[src/rtl/dec_msg_builder.sv]
// Serial double-dabble formatter that turns a binary value into a fixed-length,
// null-padded decimal ASCII line and strobes it into the print_str UART printer.
module dec_msg_builder #(
  parameter int VAL_W       = 16,
  parameter int NDIGITS     = 5,
  parameter int STR_LEN     = 13,
  parameter int ACK_TIMEOUT = 16
) (
  input  logic                 clk,
  input  logic                 rst,
  input  logic [VAL_W-1:0]     value,
  input  logic                 value_valid,
  input  logic                 printer_busy,
  output logic [STR_LEN*8-1:0] message,
  output logic                 dotransmit,
  output logic                 busy,
  output logic                 dropped
);

  localparam int BCD_W = 4 * NDIGITS;
  localparam int CNT_W = $clog2(VAL_W + 1);
  localparam int ACK_W = $clog2(ACK_TIMEOUT + 1);
  localparam logic [63:0] MAX_DEC = 64'(10 ** NDIGITS) - 64'd1;

  typedef enum logic [2:0] {
    IDLE,
    CONVERT,
    FORMAT,
    WAIT_IDLE,
    PULSE,
    WAIT_ACK,
    WAIT_DONE
  } state_t;

  state_t               state, state_n;
  logic                 busy_meta, busy_s;
  logic [VAL_W-1:0]     shift_reg;
  logic [BCD_W-1:0]     bcd, bcd_adj;
  logic [CNT_W-1:0]     bit_cnt;
  logic [ACK_W-1:0]     ack_cnt;
  logic                 pulse_cnt;
  logic                 ovf;
  logic [STR_LEN*8-1:0] fmt_msg;

  assign busy = (state != IDLE);

  always_ff @(posedge clk or posedge rst) begin
    if (rst) begin
      busy_meta <= 1'b0;
      busy_s    <= 1'b0;
    end else begin
      busy_meta <= printer_busy;
      busy_s    <= busy_meta;
    end
  end

  always_ff @(posedge clk or posedge rst) begin
    if (rst) state <= IDLE;
    else     state <= state_n;
  end

  always_comb begin
    state_n = state;
    case (state)
      IDLE:      if (value_valid) state_n = CONVERT;
      CONVERT:   if (bit_cnt == CNT_W'(VAL_W - 1)) state_n = FORMAT;
      FORMAT:    state_n = WAIT_IDLE;
      WAIT_IDLE: if (!busy_s) state_n = PULSE;
      PULSE:     if (pulse_cnt) state_n = WAIT_ACK;
      WAIT_ACK: begin
        if (busy_s)                                 state_n = WAIT_DONE;
        else if (ack_cnt == ACK_W'(ACK_TIMEOUT - 1)) state_n = IDLE;
      end
      WAIT_DONE: if (!busy_s) state_n = IDLE;
      default:   state_n = IDLE;
    endcase
  end

  // Add-3 correction applied to every BCD nibble before each shift.
  always_comb begin
    bcd_adj = bcd;
    for (int i = 0; i < NDIGITS; i++) begin
      if (bcd[4*i +: 4] >= 4'd5) bcd_adj[4*i +: 4] = bcd[4*i +: 4] + 4'd3;
    end
  end

  // char_0 holds the most significant digit; blanks stop at the first nonzero
  // digit, and the final digit is always printed.
  always_comb begin
    logic       lead;
    logic [3:0] digit;
    fmt_msg = '0;
    lead    = 1'b1;
    digit   = 4'd0;
    for (int k = 0; k < NDIGITS; k++) begin
      digit = bcd[4*(NDIGITS-1-k) +: 4];
      if (ovf) begin
        fmt_msg[8*k +: 8] = 8'h2A;
      end else if (lead && (digit == 4'd0) && (k != NDIGITS - 1)) begin
        fmt_msg[8*k +: 8] = 8'h20;
      end else begin
        lead              = 1'b0;
        fmt_msg[8*k +: 8] = {4'h3, digit};
      end
    end
    fmt_msg[8*NDIGITS +: 8]     = 8'h0D;
    fmt_msg[8*(NDIGITS+1) +: 8] = 8'h0A;
  end

  always_ff @(posedge clk or posedge rst) begin
    if (rst) begin
      shift_reg  <= '0;
      bcd        <= '0;
      bit_cnt    <= '0;
      ack_cnt    <= '0;
      pulse_cnt  <= 1'b0;
      ovf        <= 1'b0;
      message    <= '0;
      dotransmit <= 1'b0;
      dropped    <= 1'b0;
    end else begin
      dropped <= value_valid && busy;
      case (state)
        IDLE: begin
          if (value_valid) begin
            shift_reg <= value;
            bcd       <= '0;
            bit_cnt   <= '0;
            ovf       <= (64'(value) > MAX_DEC);
          end
        end
        CONVERT: begin
          bcd       <= (bcd_adj << 1) | BCD_W'(shift_reg[VAL_W-1]);
          shift_reg <= shift_reg << 1;
          bit_cnt   <= bit_cnt + CNT_W'(1);
        end
        FORMAT: message <= fmt_msg;
        WAIT_IDLE: begin
          if (!busy_s) begin
            dotransmit <= 1'b1;
            pulse_cnt  <= 1'b0;
          end
        end
        PULSE: begin
          if (pulse_cnt) begin
            dotransmit <= 1'b0;
            ack_cnt    <= '0;
          end else begin
            pulse_cnt <= 1'b1;
          end
        end
        WAIT_ACK: if (!busy_s) ack_cnt <= ack_cnt + ACK_W'(1);
        default: ;
      endcase
    end
  end

endmodule

[config.mk]
export PLATFORM = sky130hd
export DESIGN_NAME = dec_msg_builder
export DESIGN_NICKNAME = d
export VERILOG_FILES = /design/src/rtl/dec_msg_builder.sv
export SDC_FILE = /design/constraint.sdc
export NUM_CORES = 1
export LEC_CHECK = 0
export BUFFER_PORTS_ARGS = -buffer_cell sky130_fd_sc_hd__buf_2
export CORE_UTILIZATION = 52
export DETAILED_ROUTE_END_ITERATION = 8
export PLACE_DENSITY = 0.84
export SYNTH_ARGS = -nofsm -noshare
export SYNTH_HDL_FRONTEND = slang
export SYNTH_SLANG_ARGS = --single-unit
export TNS_END_PERCENT = 20
[constraint.sdc]
create_clock -name clk -period 2.9 [get_ports clk]
set_clock_uncertainty 0.1 [all_clocks]
set_input_delay 0.435 -clock clk [delete_from_list [all_inputs] [get_ports clk]]
set_output_delay 0.435 -clock clk [all_outputs]
set_load 0.02 [all_outputs]
==> results of run 1 <==
[how the worst min path moves through the flow]
| stage | cells after the start | slack (ps) | endpoint | from |
|---|---|---|---|---|
| finish | 1 | 90 | busy_meta | printer_busy |
| global route | 1 | 60 | busy_meta | printer_busy |
| detailed placement | 0 | 250 | busy_s | busy_meta |
| floorplan | 0 | 230 | busy_s | busy_meta |
| CTS | 1 | 70 | busy_meta | printer_busy |
| global placement | 0 | 230 | busy_s | busy_meta |
[power by group through the flow]
stage | Clock [µW] | Sequential (µW) | Combinational (µW)
5_1_grt | 1010 | 2000 | 2490
3_5_place_dp | 0 | 1950 | 2210
4_1_cts | 947 | 1930 | 2220
2_1_floorplan | 0 | 1990 | 1690
3_3_place_gp | 0 | 1910 | 2120
6_report | 928 | 1930 | 2210
[cell families after synthesis]
logic type,after synthesis
multiplexers,5
adder cells (fa/ha/maj),17
XOR/XNOR,6
buffers and inverters,117
AO/OA/AOI/OAI,99
other,1
flip-flops,79
AND/OR/NAND/NOR,145
[synthesized netlist by cell type, types with 9 or more instances]
| cell type | number |
|---|---|
| a21oi_1 | 20 |
| a22o_1 | 9 |
| a31oi_1 | 15 |
| buf_2 | 9 |
| buf_4 | 79 |
| clkbuf_1 | 10 |
| dfrtp_1 | 79 |
| ha_1 | 17 |
| inv_1 | 16 |
| nand2_1 | 84 |
| nor2_1 | 27 |
| o21ai_0 | 21 |
| o22ai_1 | 11 |
| o31ai_1 | 11 |
[cell usage in the layout (no fill, tap or decap), types with 6 or more instances in the layout]
cell / count
clkbuf_8: 10
dfrtp_1: 79
nand2_1: 84
buf_2: 57
inv_1: 15
o21ai_0: 21
o22ai_1: 11
conb_1: 69
o31ai_1: 11
nor3b_1: 6
nand2b_1: 8
ha_1: 17
a22o_1: 9
a31oi_1: 15
nor2_1: 27
a21oi_1: 20
[critical path: cells and delay by family (launching register included)]
family	cells	cell delay, ps
simple gates	2	1060
compound gates	2	300
flops	1	660
[layout make-up]
cell class                      count  area, µm²
Sequential cell                    79       1977
Clock buffer                       10      137.6
Multi-Input combinational cell    341       1859
Fill cell                         687       3302
Tap cell                          102      127.6
Inverter                           17      63.81
Clock inverter                      6      92.59
Timing Repair Buffer               61      327.8
[per-stage QoR]
step | hold slack [ps] | utilization, % | power (µW) | worst slack [ps] | cell area [µm²]
after CTS | 69.30 | 58.14 | 5098 | 654.2 | 4586
after global routing | 62.51 | 58.14 | 5498 | 429.8 | 4586
after detailed placement | 245.1 | 55.22 | 4160 | 664.4 | 4355
after global placement | 232.8 | 55.22 | 4025 | 786.6 | 4355
final | 85.46 | 58.14 | 5062 | 652.4 | 4586
after floorplan | 231.2 | - | 3685 | 341.6 | 4587
[layer usage]
metal | share of wire (%) | vias up | wire, µm | GRT usage [%]
met3 | 5.2 | 6 | 403 | 5.610
met5 | 0 | - | 0 | 0
met1 | 44 | 1455 | 3416 | 23.85
met4 | 0.83 | 0 | 65 | 5.769
li1 | - | 1521 | - | -
met2 | 50 | 108 | 3917 | 32.60
==> results.yml, run 1 <==
setup_path:
  crit_type: "reg2reg"
  slowest_stage: "or3b_1"
  critPathMaxFanout: 33
  reg2reg_depth: 4
  arrival_ps: 2380
  crit_path_start: "state[1]"
  critPathLaunchType: "flip-flop"
  r2r-start: "state[1]"
  worstPathRequired_ps: 3030
  cp-end-kind: "flip-flop"
  cp_common_cell: "o21ai_0"
  r2r_end: "bit_cnt[2]"
  endpoint: "bit_cnt[2]"
  slowest_delay_ps: 920
  crit_chain: "or3b_1 > nor2_1 > o21ai_0 > o21ai_0"
  regToRegSetupSlack_ps: 650
run_status:
  status: "finished, final reports clean"
sta:
  rsz0062_at_grt: "false"
  worst-slew-pin-transition_ps: 1070
  fin_crit_ps: 2248
  fmax_ghz: 0.4449
  maxSlewHeadroom_pct: 28.65
  post-route-period-util_pct: 77.51
  hold_violations: 0
  setup_viol: 0
  tns_ps: 0
  maxSlewViolCount: 0
clock_tree:
  clk-insertion-delay-late_ps: 360
  clockBufferDepth: 2
  clock-sinks: 79
  cts_resized: 0
  path_clk_slew_ps: 80
  cts_buffers: 9
  postCtsSetupRepairBufs: 0
  h-tree-depth: 3
  cts_tree: "yes"
  cts_hold_buf: 0
  cts_root_buffer: "clkbuf_8"
synth:
  synthCells: 469
  synth_xor_area_share_pct: 1.213
  syn_area_per_cell_um2: 9.236
  synth-adder-area-share_pct: 4.910
  yosys_register_bits: 79
  synthFlopType: "dfrtp_1"
  yosys.area_share.simple_pct: 14.73
  synth_top_area_share_pct: 45.64
  synth_compound_area_share_pct: 14.67
  synth_top_family_by_area: "buffers and inverters"
  yosys_warnings: 0
  synth_top_area_cell: "dfrtp_1"
  synthArstFlopShare_pct: 100.0
  netlist_area_um2: 4332
  synth_area_leaders: "dfrtp_1 (46%), buf_4 (14%), nand2_1 (7.3%)"
  synth_cell_types: 39
  muxShareOfSynthArea_pct: 1.155
  synth-edff-count: 0
  ys_seq_area_share_pct: 45.64
final_layout:
  fin_cells: 616
  largest_reg_flops: 25
  antennaDiodeCount: 0
  final_nets: 546
  drive_gt1_share_pct: 15.76
  areaGrowthSynthToFinish_pct: 5.864
floorplan:
  rows: 32
  start_util_pct: 54.92
  chipHeight_um: 93.27
  die_area_um2: 8699
  ios: 127
  core_area_um2: 7888
  die_x_um: 93.27
power_and_ir_drop:
  p_sw_uw: 2190
  p_leak_uw: 0.002325
  clock_power_share_pct: 18.3
  p_sw_share_pct: 43.27
  internal_power_uw: 2872
  power.density_nw_per_um2: 1104
  p_comb_share_pct: 43.6
  max-vdd-ir-drop_mv: 0.5257
  seq_power_share_pct: 38.1
grt:
  grt_pass1_wl_um: 13200
  antenna_found_initial: 0
  grt_max_degree: 43
  grt_pass1_vias: 2974
  track_usage_pct: 19.28
  gr-total-overflow: 0
job:
  cap_violations: 0
routing:
  wl_um: 7803
  drt-pass1-iter-count: 4
  routedWlPerCell_um: 12.67
  vias: 3090
  antenna_left: 0
  drt_iter0_markers: 130
  vias_per_cell: 5.016
  drc: 0
worst_hold_path:
  min_path_type: "in2reg"
place:
  port_buffers: 57
  dp_cells: 600
  gp_congestion: 0.8007
  place_hpwl_um: 5504
Note: power is estimated with default switching activity, not from simulation.
==> run 2, diff against run 1 <==
--- a/config.mk
+++ b/config.mk
@@ -5,10 +5,11 @@
 export SDC_FILE = /design/constraint.sdc
 export NUM_CORES = 1
 export LEC_CHECK = 0
+export ABC_AREA = 1
 export BUFFER_PORTS_ARGS = -buffer_cell sky130_fd_sc_hd__buf_2
-export CORE_UTILIZATION = 52
+export CORE_UTILIZATION = 53
 export DETAILED_ROUTE_END_ITERATION = 8
-export PLACE_DENSITY = 0.84
+export PLACE_DENSITY = 0.85
 export SYNTH_ARGS = -nofsm -noshare
 export SYNTH_HDL_FRONTEND = slang
 export SYNTH_SLANG_ARGS = --single-unit
==> constraint.sdc (replaced) <==
create_clock -name clk -period 2.1 [get_ports clk]
set_clock_uncertainty 0.1 [all_clocks]
set_input_delay 0.315 -clock clk [delete_from_list [all_inputs] [get_ports clk]]
set_output_delay 0.315 -clock clk [all_outputs]
set_load 0.02 [all_outputs]
==> run 2 against run 1 <==
- area after synthesis increased by 3.8%
- highest routed layer unchanged
- critical endpoint is now shift_reg[12]
- die area increased by 1.8%
- global-route usage increased by 1.1 points
- non-clock buffer count increased by 5
- final cell count increased by 16%
- maximum frequency increased by 18%
==> results.yml, run 2 <==
run_status:
  status: "finished, final reports clean"
sta:
  layout_setup_ws_ps: 193.9
  fmax_ghz: 0.5246
  maxSlewHeadroom_pct: 61.22
  maxSlewViolCount: 0
  tns_ps: 0
  worst-slew-pin-transition_ps: 581.6
  hold_violations: 0
  setup_viol: 0
  post-route-period-util_pct: 90.77
  rsz0062_at_grt: "false"
  fin_crit_ps: 1906
clock_tree:
  path_clk_slew_ps: 80
  cts_resized: 0
  h-tree-depth: 3
  cts_buffers: 9
  cts_tree: "yes"
  clockBufferDepth: 2
  clock-sinks: 79
  cts_root_buffer: "clkbuf_8"
  clk-insertion-delay-late_ps: 350
final_layout:
  final_cell_mix: "nand2_1 (131), dfrtp_1 (79), conb_1 (69)"
  fillers: 689
  mostFrequentLayoutCell: "nand2_1"
  final_nets: 639
  drive_gt1_share_pct: 15.32
  multi_input_area_um2: 1852
  largest_reg_flops: 25
  fin_cells: 712
  antennaDiodeCount: 0
  regArea_um2: 1977
  areaGrowthSynthToFinish_pct: 5.593
routing:
  wl_um: 8399
  drt-pass1-iter-count: 5
  routedWlPerCell_um: 11.80
  vias_per_cell: 4.941
  antenna_left: 0
  drc: 0
  drt_iter0_markers: 240
  vias: 3518
synth:
  synth_common_cells: "nand2_1 (131), buf_4 (81), dfrtp_1 (79)"
  synth_area_leaders: "dfrtp_1 (44%), buf_4 (14%), nand2_1 (11%)"
  synth-edff-count: 0
  ys_seq_area_share_pct: 43.96
  synthArstFlopShare_pct: 100.0
  synth_top_area_share_pct: 43.96
  synthFlopType: "dfrtp_1"
  yosys_register_bits: 79
  syn_area_per_cell_um2: 8.161
  yosysMostFrequentCell: "nand2_1"
  netlist_area_um2: 4497
  yosys_warnings: 0
  synth_cell_types: 27
  synthCells: 551
  synth_top_area_cell: "dfrtp_1"
setup_path:
  crit_type: "reg2reg"
  crit_path_start: "state[1]"
  critPathMaxFanout: 41
  r2r-start: "state[1]"
  regToRegSetupSlack_ps: 190
  arrival_ps: 2020
  reg2reg_depth: 8
  r2r_end: "shift_reg[12]"
  critPathLaunchType: "flip-flop"
  endpoint: "shift_reg[12]"
  cp-end-kind: "flip-flop"
  worstPathRequired_ps: 2220
grt:
  grt_pass1_vias: 3244
  grt_max_degree: 48
  track_usage_pct: 20.39
  grt_pass1_wl_um: 14060
  gr-total-overflow: 0
  antenna_found_initial: 0
place:
  pre_cts_ws_ps: 268.7
  gp_congestion: 0.8149
  place_hpwl_um: 5862
  dp_cells: 694
  port_buffers: 57
power_and_ir_drop:
  power_uw: 6702
  internal_power_uw: 3643
  p_comb_share_pct: 46.9
  p_leak_uw: 0.002531
  clock_power_share_pct: 16.4
  p_sw_share_pct: 45.65
  max-vdd-ir-drop_mv: 0.7032
  seq_power_share_pct: 36.7
  p_sw_uw: 3059
  power.density_nw_per_um2: 1411
floorplan:
  chipHeight_um: 94.11
  die_x_um: 94.11
  rows: 33
  die_area_um2: 8857
  core_area_um2: 8217
  start_util_pct: 54.73
  ios: 127
worst_hold_path:
  min_path_type: "in2reg"
  hp-start: "value[0]"
job:
  cap_violations: 0
-- run 2: per-stage QoR --
stage | cell area, µm² | utilization, % | hold slack (ps)
global route | 4748 | 57.79 | 132.1
global placement | 4539 | 55.25 | 235.0
floorplan | 4756 | - | 231.2
finish | 4748 | 57.79 | 97.16
CTS | 4748 | 57.79 | 89.15
detailed placement | 4539 | 55.25 | 239.4
-- run 2: worst min-delay path by stage --
stage                   end  slack, ps  cells past startpoint
2_1_floorplan        busy_s        230                      0
3_3_place_gp         busy_s        240                      0
3_5_place_dp         busy_s        240                      0
4_1_cts        shift_reg[0]         90                      3
5_1_grt             dropped        130                      3
6_report       shift_reg[0]        100                      3
-- run 2: what timing repair did --
item	CTS	global route
buffers inserted	0	0
hold buffers	2	0
endpoints found under the hold margin	33	0
-- run 2: worst max-delay path, stage by stage, from the launching register on --
cell	delay [ps]
dfrtp_1	420
inv_1	130
nand2_2	100
nor2_2	50
inv_2	410
nand2_2	170
buf_12	200
nand2_1	80
o21ai_0	100
-- run 2: per-layer routing --
layer / part of all wire (%) / wire length, µm / global-route usage [%] / up-vias
li1: - / - / - / 1708
met1: 41 / 3438 / 23.34 / 1640
met2: 50 / 4237 / 36.13 / 154
met3: 6.6 / 558 / 5.097 / 16
met4: 2.0 / 165 / 8.333 / 0
met5: 0 / 0 / 0 / -
-- run 2: cell families after synthesis --
kind of cell	share of synthesized area, %
and+or+nand+nor	18.09
buffers and inverters	20.53
DFF	43.96
xor gates and xnor gates	0.5844
other	0.08339
adders and majority gates	4.730
AOI/OAI and AO/OA	12.02
-- run 2: layout make-up --
cell class              instances  share of cell area, %
flip-flops and latches         79                  41.63
multi-input cells             386                  39.00
clock buffers                  10                  2.688
clock inverters                 6                  1.291
inverters                      60                  4.822
well taps                     105                  2.767
repair buffers                 66                  7.800
-- run 2: power groups by stage --
stage	Combinational, µW	Sequential [µW]	Clock, µW
2_1_floorplan	2300	2650	0
3_3_place_gp	2960	2450	0
3_5_place_dp	3110	2480	0
4_1_cts	3150	2460	1110
5_1_grt	3590	2530	1170
6_report	3140	2460	1100
==> run 3, diff against run 2 <==
--- a/config.mk
+++ b/config.mk
@@ -7,9 +7,10 @@
 export LEC_CHECK = 0
 export ABC_AREA = 1
 export BUFFER_PORTS_ARGS = -buffer_cell sky130_fd_sc_hd__buf_2
+export CORE_MARGIN = 4
 export CORE_UTILIZATION = 53
 export DETAILED_ROUTE_END_ITERATION = 8
-export PLACE_DENSITY = 0.85
+export PLACE_DENSITY_LB_ADDON = 0.25
 export SYNTH_ARGS = -nofsm -noshare
 export SYNTH_HDL_FRONTEND = slang
 export SYNTH_SLANG_ARGS = --single-unit
==> constraint.sdc (replaced) <==
create_clock -name clk -period 2.1 [get_ports clk]
set_clock_uncertainty 0.1 [all_clocks]
set_input_delay 0.105 -clock clk [delete_from_list [all_inputs] [get_ports clk]]
set_output_delay 0.105 -clock clk [all_outputs]
set_load 0.02 [all_outputs]
==> run 3 against run 2 <==
- utilization up 2.9 points
- maximum frequency up 6.6%
- design area up 5.1%
- count of clock-buffer cells in the layout up 1
- sequential power about the same
- routed wire length down 1.5%
- worst hold slack better by 140 ps
- flip-flop and latch count unchanged
- sequential share of layout area down 2.0 points
- critical path depth unchanged
- combinational power down 2%
- clock power up 25%
==> results.yml, run 3 (same netlist as run 2, synthesis figures left out) <==
run_status:
  status: "finished, final reports clean"
sta:
  maxSlewViolCount: 0
  maxSlewHeadroom_pct: 64.72
  fmax_ghz: 0.5591
  setup_viol: 0
  hold_violations: 0
  worst-slew-pin-transition_ps: 528.4
  fin_crit_ps: 1789
  post-route-period-util_pct: 85.18
  tns_ps: 0
  rsz0062_at_grt: "false"
  layout_setup_ws_ps: 311.3
grt:
  track_usage_pct: 17.39
  gr-total-overflow: 0
  grt_pass1_wl_um: 14210
  grt_pass1_vias: 3170
  antenna_found_initial: 0
  grt_max_degree: 42
power_and_ir_drop:
  power.density_nw_per_um2: 1387
  max-vdd-ir-drop_mv: 0.7406
  p_leak_uw: 0.002627
setup_path:
  crit_path_start: "ack_cnt[0]"
  path_depth: 8
  regToRegSetupSlack_ps: 310
  slowest_delay_ps: 410
  r2r-start: "ack_cnt[0]"
  critPathBufInv: 0
  slowest_stage: "dfrtp_1"
  cp-end-kind: "flip-flop"
  worstPathRequired_ps: 2230
  critPathLaunchType: "flip-flop"
  endpoint: "state[0]"
  crit_chain: "ha_1 > and3_1 > ha_1 > or2_2 > nor2_1 > nor2_1 > nand3_1 > nand2_1"
  arrival_ps: 1920
  critical_path.top_delay_family: "simple AND/OR/NAND/NOR gates"
  reg2reg_depth: 8
  critPathMaxFanout: 4
  crit_type: "reg2reg"
  r2r_end: "state[0]"
place:
  gp_congestion: 0.8109
  port_buffers: 57
  pre_cts_ws_ps: 324.9
  place_hpwl_um: 5749
clock_tree:
  cts_buffers: 9
  postCtsSetupRepairBufs: 0
  cts_tree: "yes"
  h-tree-depth: 3
  clockBufferDepth: 2
  cts_hold_buf: 19
  clock-sinks: 79
  cts_resized: 0
  path_clk_slew_ps: 80
  clk-insertion-delay-late_ps: 340
  cts_root_buffer: "clkbuf_8"
final_layout:
  largest_reg_flops: 25
  mostFrequentLayoutCell: "nand2_1"
  final_nets: 656
  final_cell_mix: "nand2_1 (131), dfrtp_1 (79), conb_1 (69)"
  areaGrowthSynthToFinish_pct: 10.93
  antennaDiodeCount: 0
  drive_gt1_share_pct: 14.90
routing:
  routedWlPerCell_um: 11.35
  wl_um: 8273
  vias_per_cell: 4.675
  drt_iter0_markers: 78
  drt-pass1-iter-count: 5
  drc: 0
  antenna_left: 0
  vias: 3408
floorplan:
  die_area_um2: 10020
  ios: 127
  chipHeight_um: 100.1
  rows: 33
  die_x_um: 100.1
  core_area_um2: 8217
  start_util_pct: 54.73
worst_hold_path:
  min_path_type: "in2async"
job:
  cap_violations: 0
## run 3: cell count changes in the layout (fill, tap and decap cells not counted), sizes merged
| cell | previous run | this run |
|---|---|---|
| clkbuf | 10 | 11 |
| bufinv | 1 | 3 |
| clkinvlp | 2 | 3 |
| clkinv | 4 | 0 |
| dlygate4sd3 | 2 | 19 |
## run 3: power breakdown
part,internal [µW],leakage [µW],switching [µW],total [µW]
clock,823,0.000116,550,1370
sequential,2100,0.00103,349,2450
combinational,1020,0.00148,2080,3090
## run 3: cell type report
type / count / area [µm²]
inverters: 60 / 229.0
multi-input cells: 386 / 1852
flip-flops and latches: 79 / 1977
well taps: 105 / 131.4
clock buffers: 11 / 141.4
clock inverters: 5 / 105.1
fillers: 774 / 3228
repair buffers: 83 / 553.0
## run 3: how the worst min path moves through the flow
stage	start	end	slack, ps	cells past startpoint
final	rst	bcd[17]	240	3
after global routing	busy_meta	busy_s	270	0
after CTS	rst	shift_reg[5]	230	3
after detailed placement	rst	bcd[16]	60	2
after global placement	rst	bcd[17]	60	2
after floorplan	printer_busy	busy_meta	40	0
## run 3: tightest hold or removal path, stage by stage
cell and delay, ps:
dlygate4sd3_1 530, buf_2 140, clkinvlp_4 330
## run 3: metal layers
metal	track usage, %	vias up	share of wire [%]
met3	2.849	7	6.1
li1	-	1749	-
met2	28.99	99	48
met5	0	-	0
met4	6.425	0	1.3
met1	22.96	1553	44
## run 3: metrics by stage
stage | instances | area [µm²] | hold slack [ps] | power [µW] | utilization, %
CTS | 729 | 4989 | 229.9 | 6997 | 60.71
global placement | 694 | 4552 | 57.98 | 5464 | 55.40
detailed placement | 694 | 4552 | 62.12 | 5562 | 55.40
finish | 729 | 4989 | 241.6 | 6920 | 60.71
global route | 729 | 4989 | 271.8 | 7542 | 60.71
floorplan | 619 | 4756 | 36.43 | 4946 | -
